<file path="src/rtl/hex_scroller.sv">
// hex_scroller
// Feeds the 4-digit hex display driver (dispHex16) with a 4-nibble window
// that rotates through a latched message of MSG_LEN nibbles. The window moves
// one position every TICK_DIV clocks, left or right, and can be paused,
// restarted or stopped. A one-cycle pulse marks each step that lands on
// position 0.
//
// Ports
//   clk         system clock, rising edge
//   rst         asynchronous active-high reset
//   msg_in      message, nibble k = msg_in[4k+3:4k], nibble 0 shown first
//   start       pulse: latch msg_in and scroll from position 0
//   stop        pulse: return to idle, freeze the current window
//   pause       level: freeze scrolling while high
//   dir         0 = scroll left (position up), 1 = scroll right (position down)
//   out_hex     window, [15:12] is the leftmost digit
//   busy        high while running or paused
//   wrap_pulse  one cycle, coincident with the window update to position 0

module hex_scroller #(
  parameter int MSG_LEN  = 8,
  parameter int TICK_DIV = 25_000_000,
  parameter int PW       = $clog2(MSG_LEN)
) (
  input  logic                   clk,
  input  logic                   rst,
  input  logic [4*MSG_LEN-1:0]   msg_in,
  input  logic                   start,
  input  logic                   stop,
  input  logic                   pause,
  input  logic                   dir,
  output logic [15:0]            out_hex,
  output logic                   busy,
  output logic                   wrap_pulse
);

  localparam int TW = $clog2(TICK_DIV);
  localparam logic [TW-1:0] TICK_LAST = TW'(TICK_DIV - 1);
  localparam logic [PW-1:0] POS_LAST  = PW'(MSG_LEN - 1);
  localparam logic [PW-1:0] POS_ZERO  = {PW{1'b0}};
  localparam logic [PW-1:0] POS_ONE   = PW'(1);
  localparam logic [PW:0]   LEN_W     = (PW + 1)'(MSG_LEN);

  typedef logic [MSG_LEN-1:0][3:0] msg_t;

  typedef enum logic [1:0] {
    ST_IDLE   = 2'd0,
    ST_RUN    = 2'd1,
    ST_PAUSED = 2'd2
  } state_t;

  state_t          state_r;
  msg_t            msg_r;
  logic [PW-1:0]   pos_r;
  logic [TW-1:0]   tick_cnt_r;
  logic [15:0]     out_hex_r;
  logic            busy_r;
  logic            wrap_r;
  logic [15:0]     window_ref_s;
  logic            state_idle_s;

  // Next position when scrolling left, wrapping MSG_LEN-1 -> 0.
  function automatic logic [PW-1:0] pos_inc(input logic [PW-1:0] p);
    logic [PW-1:0] r;
    r = (p == POS_LAST) ? POS_ZERO : (p + POS_ONE);
    return r;
  endfunction

  // Next position when scrolling right, wrapping 0 -> MSG_LEN-1.
  function automatic logic [PW-1:0] pos_dec(input logic [PW-1:0] p);
    logic [PW-1:0] r;
    r = (p == POS_ZERO) ? POS_LAST : (p - POS_ONE);
    return r;
  endfunction

  // Nibble at message index (p + off) mod MSG_LEN. p < MSG_LEN and off <= 3
  // with MSG_LEN >= 4, so a single conditional subtract is enough.
  function automatic logic [3:0] nib_at(input msg_t m, input logic [PW-1:0] p,
                                        input logic [1:0] off);
    logic [PW:0] sum;
    logic [PW:0] idx;
    sum = {1'b0, p} + {{(PW - 1){1'b0}}, off};
    idx = (sum >= LEN_W) ? (sum - LEN_W) : sum;
    return m[idx[PW-1:0]];
  endfunction

  // Four-nibble window starting at position p, first nibble leftmost.
  function automatic logic [15:0] window_f(input msg_t m, input logic [PW-1:0] p);
    return {nib_at(m, p, 2'd0), nib_at(m, p, 2'd1),
            nib_at(m, p, 2'd2), nib_at(m, p, 2'd3)};
  endfunction

  // Scroll controller: state, message, position, step counter and outputs.
  // out_hex is registered alongside pos so it always equals window_f(msg, pos)
  // and carries no combinational path from the inputs.
  always_ff @(posedge clk or posedge rst) begin
    if (rst) begin
      state_r    <= ST_IDLE;
      msg_r      <= '{default: 4'h0};
      pos_r      <= POS_ZERO;
      tick_cnt_r <= {TW{1'b0}};
      out_hex_r  <= 16'h0000;
      busy_r     <= 1'b0;
      wrap_r     <= 1'b0;
    end else begin
      wrap_r <= 1'b0;
      if (stop) begin
        // Window freezes: pos and msg hold.
        state_r    <= ST_IDLE;
        tick_cnt_r <= {TW{1'b0}};
        busy_r     <= 1'b0;
      end else if (start) begin
        // A load to position 0 never pulses wrap.
        state_r    <= ST_RUN;
        msg_r      <= msg_t'(msg_in);
        pos_r      <= POS_ZERO;
        tick_cnt_r <= {TW{1'b0}};
        out_hex_r  <= window_f(msg_t'(msg_in), POS_ZERO);
        busy_r     <= 1'b1;
      end else begin
        case (state_r)
          ST_IDLE: begin
            state_r <= ST_IDLE;
            busy_r  <= 1'b0;
          end
          ST_RUN, ST_PAUSED: begin
            busy_r <= 1'b1;
            if (pause) begin
              // Entry edge and every paused edge hold the count.
              state_r <= ST_PAUSED;
            end else begin
              // The release edge counts, so pause costs exactly one cycle
              // per paused edge.
              state_r <= ST_RUN;
              if (tick_cnt_r == TICK_LAST) begin
                tick_cnt_r <= {TW{1'b0}};
                if (dir) begin
                  pos_r     <= pos_dec(pos_r);
                  out_hex_r <= window_f(msg_r, pos_dec(pos_r));
                  wrap_r    <= (pos_r == POS_ONE);
                end else begin
                  pos_r     <= pos_inc(pos_r);
                  out_hex_r <= window_f(msg_r, pos_inc(pos_r));
                  wrap_r    <= (pos_r == POS_LAST);
                end
              end else begin
                tick_cnt_r <= tick_cnt_r + TW'(1);
              end
            end
          end
          default: begin
            state_r    <= ST_IDLE;
            tick_cnt_r <= {TW{1'b0}};
            busy_r     <= 1'b0;
          end
        endcase
      end
    end
  end

  // Reference window and idle flag for the checker.
  always_comb begin
    window_ref_s = window_f(msg_r, pos_r);
    state_idle_s = (state_r == ST_IDLE);
  end

  assign out_hex    = out_hex_r;
  assign busy       = busy_r;
  assign wrap_pulse = wrap_r;

  hex_scroller_chk #(
    .PW        (PW),
    .TW        (TW),
    .POS_LAST  (POS_LAST),
    .TICK_LAST (TICK_LAST)
  ) u_chk (
    .clk        (clk),
    .rst        (rst),
    .out_hex    (out_hex_r),
    .window_ref (window_ref_s),
    .busy       (busy_r),
    .state_idle (state_idle_s),
    .wrap_pulse (wrap_r),
    .pos        (pos_r),
    .tick_cnt   (tick_cnt_r)
  );

endmodule

// hex_scroller_chk
// Structural invariants of hex_scroller.
//
// Ports
//   clk, rst     clock and asynchronous active-high reset
//   out_hex      registered window
//   window_ref   window recomputed from message and position registers
//   busy         registered busy flag
//   state_idle   state register is IDLE
//   wrap_pulse   registered wrap pulse
//   pos          position register
//   tick_cnt     step counter register
module hex_scroller_chk #(
  parameter int             PW        = 3,
  parameter int             TW        = 2,
  parameter logic [PW-1:0]  POS_LAST  = '1,
  parameter logic [TW-1:0]  TICK_LAST = '1
) (
  input logic          clk,
  input logic          rst,
  input logic [15:0]   out_hex,
  input logic [15:0]   window_ref,
  input logic          busy,
  input logic          state_idle,
  input logic          wrap_pulse,
  input logic [PW-1:0] pos,
  input logic [TW-1:0] tick_cnt
);

  a_window : assert property (@(posedge clk) disable iff (rst) out_hex == window_ref);
  a_busy   : assert property (@(posedge clk) disable iff (rst) busy == !state_idle);
  a_wrap   : assert property (@(posedge clk) disable iff (rst) wrap_pulse |-> (pos == {PW{1'b0}}));
  a_pos    : assert property (@(posedge clk) disable iff (rst) pos <= POS_LAST);
  a_tick   : assert property (@(posedge clk) disable iff (rst) tick_cnt <= TICK_LAST);

endmodule

</file>
<file path="config.mk">
export PLATFORM = sky130hd
export DESIGN_NAME = hex_scroller
export DESIGN_NICKNAME = d
export VERILOG_FILES = /design/src/rtl/hex_scroller.sv
export SDC_FILE = /design/constraint.sdc
export NUM_CORES = 1
export LEC_CHECK = 0
export ABC_AREA = 1
export BUFFER_PORTS_ARGS = -buffer_cell sky130_fd_sc_hd__buf_2
export CORE_MARGIN = 5
export CORE_UTILIZATION = 45
export CTS_BUF_LIST = sky130_fd_sc_hd__clkbuf_8
export DETAILED_ROUTE_END_ITERATION = 16
export PLACE_DENSITY = 0.77
export SLEW_MARGIN = 10
export SYNTH_ARGS = -nofsm -noshare
export SYNTH_HDL_FRONTEND = slang
export SYNTH_SLANG_ARGS = --single-unit
</file>
<file path="constraint.sdc">
create_clock -name clk -period 2.68 [get_ports clk]
set_input_delay 0.536 -clock clk [delete_from_list [all_inputs] [get_ports clk]]
set_output_delay 0.536 -clock clk [all_outputs]
set_load 0.03 [all_outputs]
</file>
# ---- After elaboration in Yosys (flattened, before gate mapping)
# Index checks and enable logic that the tools add are counted.
dict set report totals {
  register_bits 80
  latch_bits 0
  mem_bits_rw 0
  mem_bits_ro 0
  inputBits 38
  memories 0
}
dict set report op_classes {
  addsub 17
  mul 0
  div_mod_pow 0
  magnitude_cmp 16
  n_eq_ne 8
  n_shift 0
  n_mux 54
  n_bitwise 1
  n_reduce_logical 8
}
# op n
set op_table {}
lappend op_table {{25-bit two-way mux} 4}
lappend op_table {{4-bit binary-select mux with 3-bit select} 8}
lappend op_table {{16-bit two-way mux} 5}
lappend op_table {{25-bit case mux with 2 select lines} 1}
lappend op_table {{3-bit two-way mux} 15}
lappend op_table {{3-bit by 4-bit less-than comparator with 1-bit output (second input constant)} 8}
lappend op_table {{4-bit two-way mux} 8}
lappend op_table {{3-bit by 1-bit subtractor with 3-bit output (second input constant)} 9}
lappend op_table {{25-bit by 1-bit adder with 25-bit output (second input constant)} 1}
lappend op_table {{25-bit == test (second input constant)} 1}
lappend op_table {{4-bit greater-or-equal comparator (second input constant)} 6}
lappend op_table {{3-bit by 2-bit adder with 4-bit output (second input constant)} 4}
lappend op_table {{1-bit two-way mux} 9}
lappend op_table {{3-bit by 1-bit adder with 4-bit output (second input constant)} 2}
lappend op_table {{3-bit by 4-bit greater-or-equal comparator with 1-bit output (second input constant)} 2}
lappend op_table {{2-bit two-way mux} 4}
lappend op_table {{4-bit != test (second input constant)} 1}
lappend op_table {{2-bit AND reduction} 2}
lappend op_table {{4-bit AND reduction} 1}
lappend op_table {{2-bit nonzero test} 2}
lappend op_table {{3-bit by 1-bit adder with 3-bit output (second input constant)} 1}
lappend op_table {{3-bit by 1-bit == test with 1-bit output (second input constant)} 1}
lappend op_table {{3-bit == test (second input constant)} 1}
lappend op_table {{3-bit logical NOT} 1}
lappend op_table {{7 further kinds} 7}

# ---- Longest topological paths before layout
# Gate-level depths: netlist of run 1.
dict set report logic_depth {
  word_depth 12
  mapped_depth 17
  ltp_nobuf 15
}

# ---- Worst setup path before layout of run 1
# OpenSTA, ideal clock, no wires.
dict set report synth_path {
  kind {reg-to-reg}
  startpoint {register pos_r[0]}
  endpoint {register out_hex_r[0] (netlist: out_hex[0])}
  setup_ns 0.117
  arrival_ns 2.533
  slack_ns 0.030
  path_stages_with_launch 18
  cell_sequence {dfrtp_1 -> buf_2 -> inv_1 -> ha_1 -> nand2_8 -> nand2_4 -> buf_4 -> ha_1 -> buf_2 -> inv_1 -> clkbuf_1 -> nand3_1 -> nand3_1 -> nand2_1 -> nand2_1 -> nand3_1 -> nand2_1 -> nand2_1}
}
dict set report synth_between {
  elab_chain_cells 12
}
# item line_no
set synth_lines {}
lappend synth_lines {{from (decl)} 54} ;# logic [PW-1:0] pos_r;
lappend synth_lines {{from (signal assigned)} 138} ;# pos_r <= pos_dec(pos_r);
lappend synth_lines {{from (signal assigned)} 142} ;# pos_r <= pos_inc(pos_r);
lappend synth_lines {{3-bit by 1-bit adder with 3-bit output (tied with other cells)} 65} ;# r = (p == POS_LAST) ? POS_ZERO : (p + POS_ONE);
lappend synth_lines {{3-bit two-way mux (on tied branches)} {65, 72}}
lappend synth_lines {{3-bit by 2-bit adder with 4-bit output} 82} ;# sum = {1'b0, p} + {{(PW - 1){1'b0}}, off};
lappend synth_lines {{4-bit greater-or-equal comparator or 3-bit by 1-bit subtractor with 3-bit output (tied branches)} 83} ;# idx = (sum >= LEN_W) ? (sum - LEN_W) : sum;
lappend synth_lines {{3-bit two-way mux} 83}
lappend synth_lines {{4-bit binary-select mux with 3-bit select} 84} ;# return m[idx[PW-1:0]];
lappend synth_lines {{4-bit two-way mux (not written as such)} 84}
lappend synth_lines {{16-bit two-way mux *} 137} ;# if (dir) begin
lappend synth_lines {{16-bit two-way mux *} 135} ;# if (tick_cnt_r == TICK_LAST) begin
lappend synth_lines {{16-bit two-way mux *} 128} ;# if (pause) begin
lappend synth_lines {{16-bit two-way mux *} 121} ;# case (state_r)
lappend synth_lines {{16-bit two-way mux *} 112} ;# end else if (start) begin
lappend synth_lines {{to (signal assigned)} 118} ;# out_hex_r <= window_f(msg_t'(msg_in), POS_ZERO);
lappend synth_lines {{to (signal assigned)} 139} ;# out_hex_r <= window_f(msg_r, pos_dec(pos_r));
lappend synth_lines {{to (signal assigned)} 143} ;# out_hex_r <= window_f(msg_r, pos_inc(pos_r));
lappend synth_lines {{to (decl)} 56} ;# logic [15:0] out_hex_r;
# Every way passes the cells marked *; elsewhere a longest branch is shown, timed or not. The select of a mux whose other input is x is not followed.
# A chain may end at the register's enable or synchronous reset.

# ---- Final worst setup path of run 1
dict set report layout_path {
  startpoint {register pos_r[1]}
  endpoint {register out_hex_r[8] (netlist: out_hex[8])}
}
dict set report layout_between {
  elab_chain_cells 12
}
# item line_no
set layout_lines {}
lappend layout_lines {{3-bit by 1-bit adder with 3-bit output (tied with other cells)} 65}
lappend layout_lines {{3-bit two-way mux (on tied branches)} {65, 72}}
lappend layout_lines {{3-bit by 1-bit adder with 4-bit output} 82}
lappend layout_lines {{4-bit greater-or-equal comparator or 3-bit by 1-bit subtractor with 3-bit output (tied branches)} 83}
lappend layout_lines {{3-bit two-way mux} 83}
lappend layout_lines {{4-bit binary-select mux with 3-bit select} 84}
lappend layout_lines {{4-bit two-way mux (not written as such)} 84}
lappend layout_lines {{16-bit two-way mux *} 137}
lappend layout_lines {{16-bit two-way mux *} 135}
lappend layout_lines {{16-bit two-way mux *} 128}
lappend layout_lines {{16-bit two-way mux *} 121}
lappend layout_lines {{16-bit two-way mux *} 112}
# Marks and branches as above.

==> reports/metrics.yaml, run 1 <==
sta:
  setup_viol: 0
  slew_headroom_pct: 56.2
  fin_setup_tns_ns: 0
  rsz0062_at_grt: "false"
  period_needed_ns: 2.54
  skew_ns: 0.0123
  timing.fmax_mhz: 394
  finalHoldViolations: 0
  tightest_slew_ns: 0.651
  finalWorstSetupSlack_ns: 0.142
  maxSlewViolCount: 0
  min_period_over_period_pct: 94.7
outcome:
  status: "complete, no violations"
placement:
  dp_cells: 1166
  port_buffers: 55
  dpl_worst_slack_ns: 0.129
  gp_congestion: 1.00
  hpwl_um: 13900
route:
  ant_nets: 0
  viasPerCell: 5.53
  drt-initial-drc-count: 862
  drt-total-wl_um: 18700
  drc_errors: 0
  dr.pass1.iters: 5
  vias: 6548
  wl_per_cell_um: 15.8
layout:
  antennaDiodeCount: 0
  drive_gt1_share_pct: 12.7
  postLayoutCoreUtil_pct: 50.9
  instances_no_fill: 1184
  area_growth_pct: 11.4
  num-nets-final: 1050
global_routing:
  first_global_vias: 5830
  antenna_found_initial: 0
  track_usage_pct: 23.3
  gr-usage-met3_pct: 4.15
  grt_max_degree: 61
  gr-total-overflow: 0
  busiest_layer: "met2"
  grt_use_met1_pct: 32.1
  met2_usage_pct: 36.0
  grt_pass1_wl_um: 29900
clocking:
  cts_tree: "built"
  cts_inserted_buffers: 9
  worst_skew_pair.late_latency_ns: 0.38
  cts_sinks: 80
  clkTransAtPathRegs_ns: 0.10
  cts_max_path_buffers: 2
  cts_max_level: 3
  clock-root-buffer: "clkbuf_8"
critical_path:
  cpMostUsedCell: "nand3_1"
  cp.required_ns: 2.97
  critPathArrivalTime_ns: 2.83
  critical_path.max_stage_delay_ns: 0.44
  setup.worst_path.class: "reg -> reg"
  crit_path_end_kind: "register"
  critPathMaxFanout: 13
  regToRegSetupSlack_ns: 0.14
  worstPathCellList: "inv_1 -> ha_1 -> nand2_1 -> ha_1 -> clkinvlp_4 -> buf_4 -> nand2_1 -> nand3_1 -> nand3_1 -> nand3_1 -> a21oi_1"
  crit_slowest_cell: "ha_1"
  start_kind: "register"
floorplanning:
  die_w_um: 126
  rows: 42
  io_pins: 56
  coreArea_um2: 13200
  die_y_um: 126
  die-area_um2: 15800
  initial_utilization_pct: 45.7
synth:
  yosysMostFrequentCell: "nand2_1"
  synth_warnings: 0
  syn_inst: 960
  synthTopCellsByCount: "308 x nand2_1, 148 x nand3_1, 110 x nor2_1"
  syn_area_um2: 6020
  synth_area_per_cell_um2: 6.27
  synth_area_leaders: "dfrtp_1 33%, nand2_1 19%, nand3_1 12%, nor2_1 6.9%, inv_1 5.6%"
  synth_top_area_share_pct: 33.2
  synthArstFlopShare_pct: 100
  synthFlopType: "dfrtp_1"
  synth-seq-area-share_pct: 33.2
  ys_types: 35
  synth_edf_count: 0
  ys_ff_latch: 80
  synth.largest_area_cell: "dfrtp_1"
  synth_nets: 1007
worst_hold_path:
  hp-class: "in -> async"
power:
  p_total_mw: 5.75
  leakage_nw: 3.39
  ir_drop_mv: 0.456
  power_density_nw_per_um2: 857
flow_run:
  maxCapViolCount: 0
state kept, by name, indices dropped and copies added (netlist names):
name	count
tick_cnt_r	25
wrap_pulse	1
pos_r	3
state_r	2
msg_r	32
out_hex	16
busy	1
power by group:
part | switching, mW | internal [mW]
registers | 0.174 | 1.36
clock network | 0.516 | 0.534
logic | 2.15 | 1.02
critical path: cells and delay by family, from the launching register on:
| kind | cells | cell delay, ns |
|---|---|---|
| AOI/OAI and AO/OA | 1 | 0.14 |
| and+or+nand+nor | 5 | 0.54 |
| buffers and inverters | 3 | 0.60 |
| adders and majority gates | 2 | 0.80 |
| DFF | 1 | 0.41 |
worst paths after layout:
check	start	end	depth (start not counted)
worst max-delay path	pos_r[1]	out_hex[8]	11
worst min-delay path	rst	msg_r[17]	2
worst max register to register	pos_r[1]	out_hex[8]	11
worst min register to register	out_hex[14]	out_hex[14]	2
max in group asynchronous	rst	out_hex[6]	3
min in group clk	msg_in[23]	msg_r[23]	3
what timing repair did:
action,4_1_cts,5_1_grt
endpoints found under the setup margin,0,6
gates resized for setup,0,3
buffers inserted,0,2
hold buffers,0,0
logic make-up (layout without fill, tap and decap cells):
logic type | Yosys count | after routing | share of synthesized area [%]
AOI/OAI and AO/OA | 117 | 117 | 10.5
and+or+nand+nor | 606 | 606 | 42.9
muxes | 5 | 5 | 0.935
buffers and inverters | 138 | 186 | 9.68
adders and majority gates | 9 | 9 | 1.87
DFF | 80 | 80 | 33.2
xor gates and xnor gates | 5 | 5 | 0.852
layout by cell type (no fill, tap or decap), types with 2 or more instances in the layout:
cell type,n
nand2_1,307
nand3_1,148
nor2_1,110
inv_1,87
dfrtp_1,80
a21oi_1,58
buf_2,55
o21ai_0,41
buf_4,16
nand4_1,15
nor3_1,9
ha_1,9
clkbuf_8,9
o21ai_2,8
nand2_2,6
inv_2,6
mux2_2,5
clkinvlp_4,5
o211ai_1,4
xor2_1,3
nand2_8,2
nand3_2,2
nor2_2,2
o21ai_1,2
a31oi_1,2
nor4_1,2
bufinv_16,2
buf_12,2
metrics by stage:
step / area (µm²) / hold slack, ns
2_1_floorplan: 6020 / 0.463
3_3_place_gp: 6450 / 0.463
3_5_place_dp: 6450 / 0.464
4_1_cts: 6680 / 0.213
5_1_grt: 6710 / 0.255
6_report: 6710 / 0.200
routing by layer:
layer	routed length [µm]	part of all wire [%]
met1	7900	42
met3	1440	7.7
met4	888	4.8
met2	8460	45
met5	0	0
area by class of cell:
cell class	instances	area, µm²
repair buffers	73	435
well taps	176	220
multi-input cells	742	3450
inverters	97	375
fillers	1293	6480
clock buffers	9	124
flip-flops and latches	80	2000
clock inverters	7	103
Note: power is estimated with default switching activity, not from simulation.
==> inputs of run 2 (changes only) <==
Settings changed: CORE_ASPECT_RATIO set to 0.75.
==> reports/metrics.yaml, run 2 (synthesis results as in run 1) <==
outcome:
  status: "complete, no violations"
sta:
  finalHoldViolations: 0  # unchanged
  slew_headroom_pct: 44.3  # -12 points
  rsz0062_at_grt: "false"
  skew_ns: 0.0105  # -0.00182 ns
  maxSlewViolCount: 0  # unchanged
  period_needed_ns: 2.52  # -0.0215 ns
  setup_viol: 0  # unchanged
  fin_setup_tns_ns: 0  # unchanged
  timing.fmax_mhz: 397  # +0.85%
  min_period_over_period_pct: 93.9  # -0.80 points
  timing.hold.ws_ns: 0.124  # -0.0754 ns
  tightest_slew_ns: 0.827  # +0.176 ns
route:
  drt-total-wl_um: 19500  # +4.3%
  vias: 6688  # +2.1%
  ant_nets: 0  # unchanged
  viasPerCell: 5.66  # +2.4%
  wl_per_cell_um: 16.5  # +4.6%
  drt-initial-drc-count: 849  # -1.5%
  dr.pass1.iters: 6  # +1
  drc_errors: 0  # unchanged
layout:
  largest_reg_flops: 32  # unchanged
  area_growth_pct: 11.3  # about the same
  final_common_cell: "nand2_1"
  top_register: "msg_r"
  drive_gt1_share_pct: 12.9  # +0.17 points
  fill_cells: 1370  # +6.0%
  num-nets-final: 1053  # +0.29%
  instances_no_fill: 1181  # -0.25%
  seqCellArea_um2: 2000  # about the same
  antennaDiodeCount: 0  # unchanged
  multi_input_area_um2: 3450  # +0.11%
  layout_common_cells: "307 x nand2_1, 148 x nand3_1, 110 x nor2_1"
clocking:
  worst_skew_pair.late_latency_ns: 0.38  # about the same
  cts_inserted_buffers: 9  # unchanged
  cts_sinks: 80  # unchanged
  cts_max_path_buffers: 2  # unchanged
  cts_setup_buffers: 0  # unchanged
  cts_max_level: 3  # unchanged
  cts_tree: "built"
  clock-root-buffer: "clkbuf_8"
  clkTransAtPathRegs_ns: 0.09  # about the same
critical_path:
  setup.worst_path.class: "reg -> reg"
  critPathArrivalTime_ns: 2.79  # -0.04 ns
  cp_top_family: "simple AND/OR/NAND/NOR gates"
  cp.required_ns: 2.95  # -0.02 ns
  start_kind: "register"
  worstPathCellList: "inv_1 -> ha_1 -> nand2_8 -> nand2_4 -> buf_4 -> nand2_1 -> nand2_1 -> nor2_1 -> nor2_1 -> nand2_1 -> nand2_1 -> nand2_1 -> nand2_1 -> nand2_1"
  crit_path_end_kind: "register"
  cpMostUsedCell: "nand2_1"
  crit_slowest_cell: "dfrtp_2"
  critPathMaxFanout: 27  # +14
  critical_path.max_stage_delay_ns: 0.46  # +0.02 ns
  worst-path-buf-inv: 2  # -1
flow_run:
  maxCapViolCount: 0  # unchanged
power:
  combPwrFrac_pct: 55.9  # +0.8 points
  p_total_mw: 5.68  # -1.1%
  seqPwrFrac_pct: 27.3  # +0.6 points
  clkPwrFrac_pct: 16.8  # -1.5 points
  power_switching_mw: 2.81  # -0.90%
  power_density_nw_per_um2: 848  # -1.1%
  p_sw_share_pct: 49.5  # +0.12 points
  ir_drop_mv: 0.579  # +27%
  intPower_mw: 2.87  # -1.4%
  leakage_nw: 3.42  # +0.60%
placement:
  hpwl_um: 14600  # +5.3%
  gp_congestion: 0.991  # -1.1%
  port_buffers: 55  # unchanged
  dp_cells: 1165  # -0.086%
global_routing:
  grt_max_degree: 61  # unchanged
  track_usage_pct: 25.5  # +2.1 points
  grt_pass1_wl_um: 31300  # +4.5%
  antenna_found_initial: 0  # unchanged
  first_global_vias: 5998  # +2.9%
  gr-total-overflow: 0  # unchanged
floorplanning:
  rows: 36  # -14%
  die-area_um2: 15800  # +0.15%
  die_y_um: 110  # -12%
  coreArea_um2: 13100  # -0.97%
  die_w_um: 144  # +14%
  io_pins: 56  # unchanged
  initial_utilization_pct: 46.1  # +0.45 points
worst_hold_path:
  hp-class: "in -> async"
## run 2: path summary, 6_finish.rpt
path                              from          end  slack [ns]  cells after the start
setup / recovery              pos_r[0]  out_hex[13]        0.16                     14
hold / removal                     rst     msg_r[5]        0.12                      2
setup reg to reg              pos_r[0]  out_hex[13]        0.16                     14
hold reg to reg            out_hex[14]  out_hex[14]        0.49                      2
max in group asynchronous          rst    msg_r[18]        1.92                      3
min in group clk            msg_in[22]    msg_r[22]        0.40                      3
## run 2: area by class of cell
class	count	area share, %
inverters	97	5.54
repair buffers	75	6.72
clock buffers	12	2.46
clock inverters	3	0.616
flip-flops and latches	80	29.9
multi-input cells	742	51.5
well taps	171	3.19
repair inverters	1	0.112
## run 2: power by group through the flow
stage	registers [mW]	clock network [mW]	logic, mW
2_1_floorplan	1.64	0	2.13
3_3_place_gp	1.56	0	3.01
3_5_place_dp	1.56	0	3.02
4_1_cts	1.54	0.979	3.03
5_1_grt	1.57	1.04	3.50
6_report	1.55	0.957	3.18
## run 2: timing repair
item / 4_1_cts / 5_1_grt
setup endpoints to repair: 0 / 9
hold buffers: 0 / 0
resized for setup: 0 / 5
## run 2: metal layers
layer  track usage (%)  routed length [µm]
met5                 0                   0
met4              5.91                 370
met3              7.72                2440
met2              35.6                7880
met1              38.4                8810
## run 2: per-stage QoR
step / area, µm² / utilization, % / worst slack (ns)
2_1_floorplan: 6020 / - / 0.0300
3_3_place_gp: 6470 / 49.6 / 0.137
3_5_place_dp: 6470 / 49.6 / 0.0648
4_1_cts: 6680 / 51.1 / 0.0609
5_1_grt: 6710 / 51.3 / 0.00295
6_report: 6710 / 51.3 / 0.163
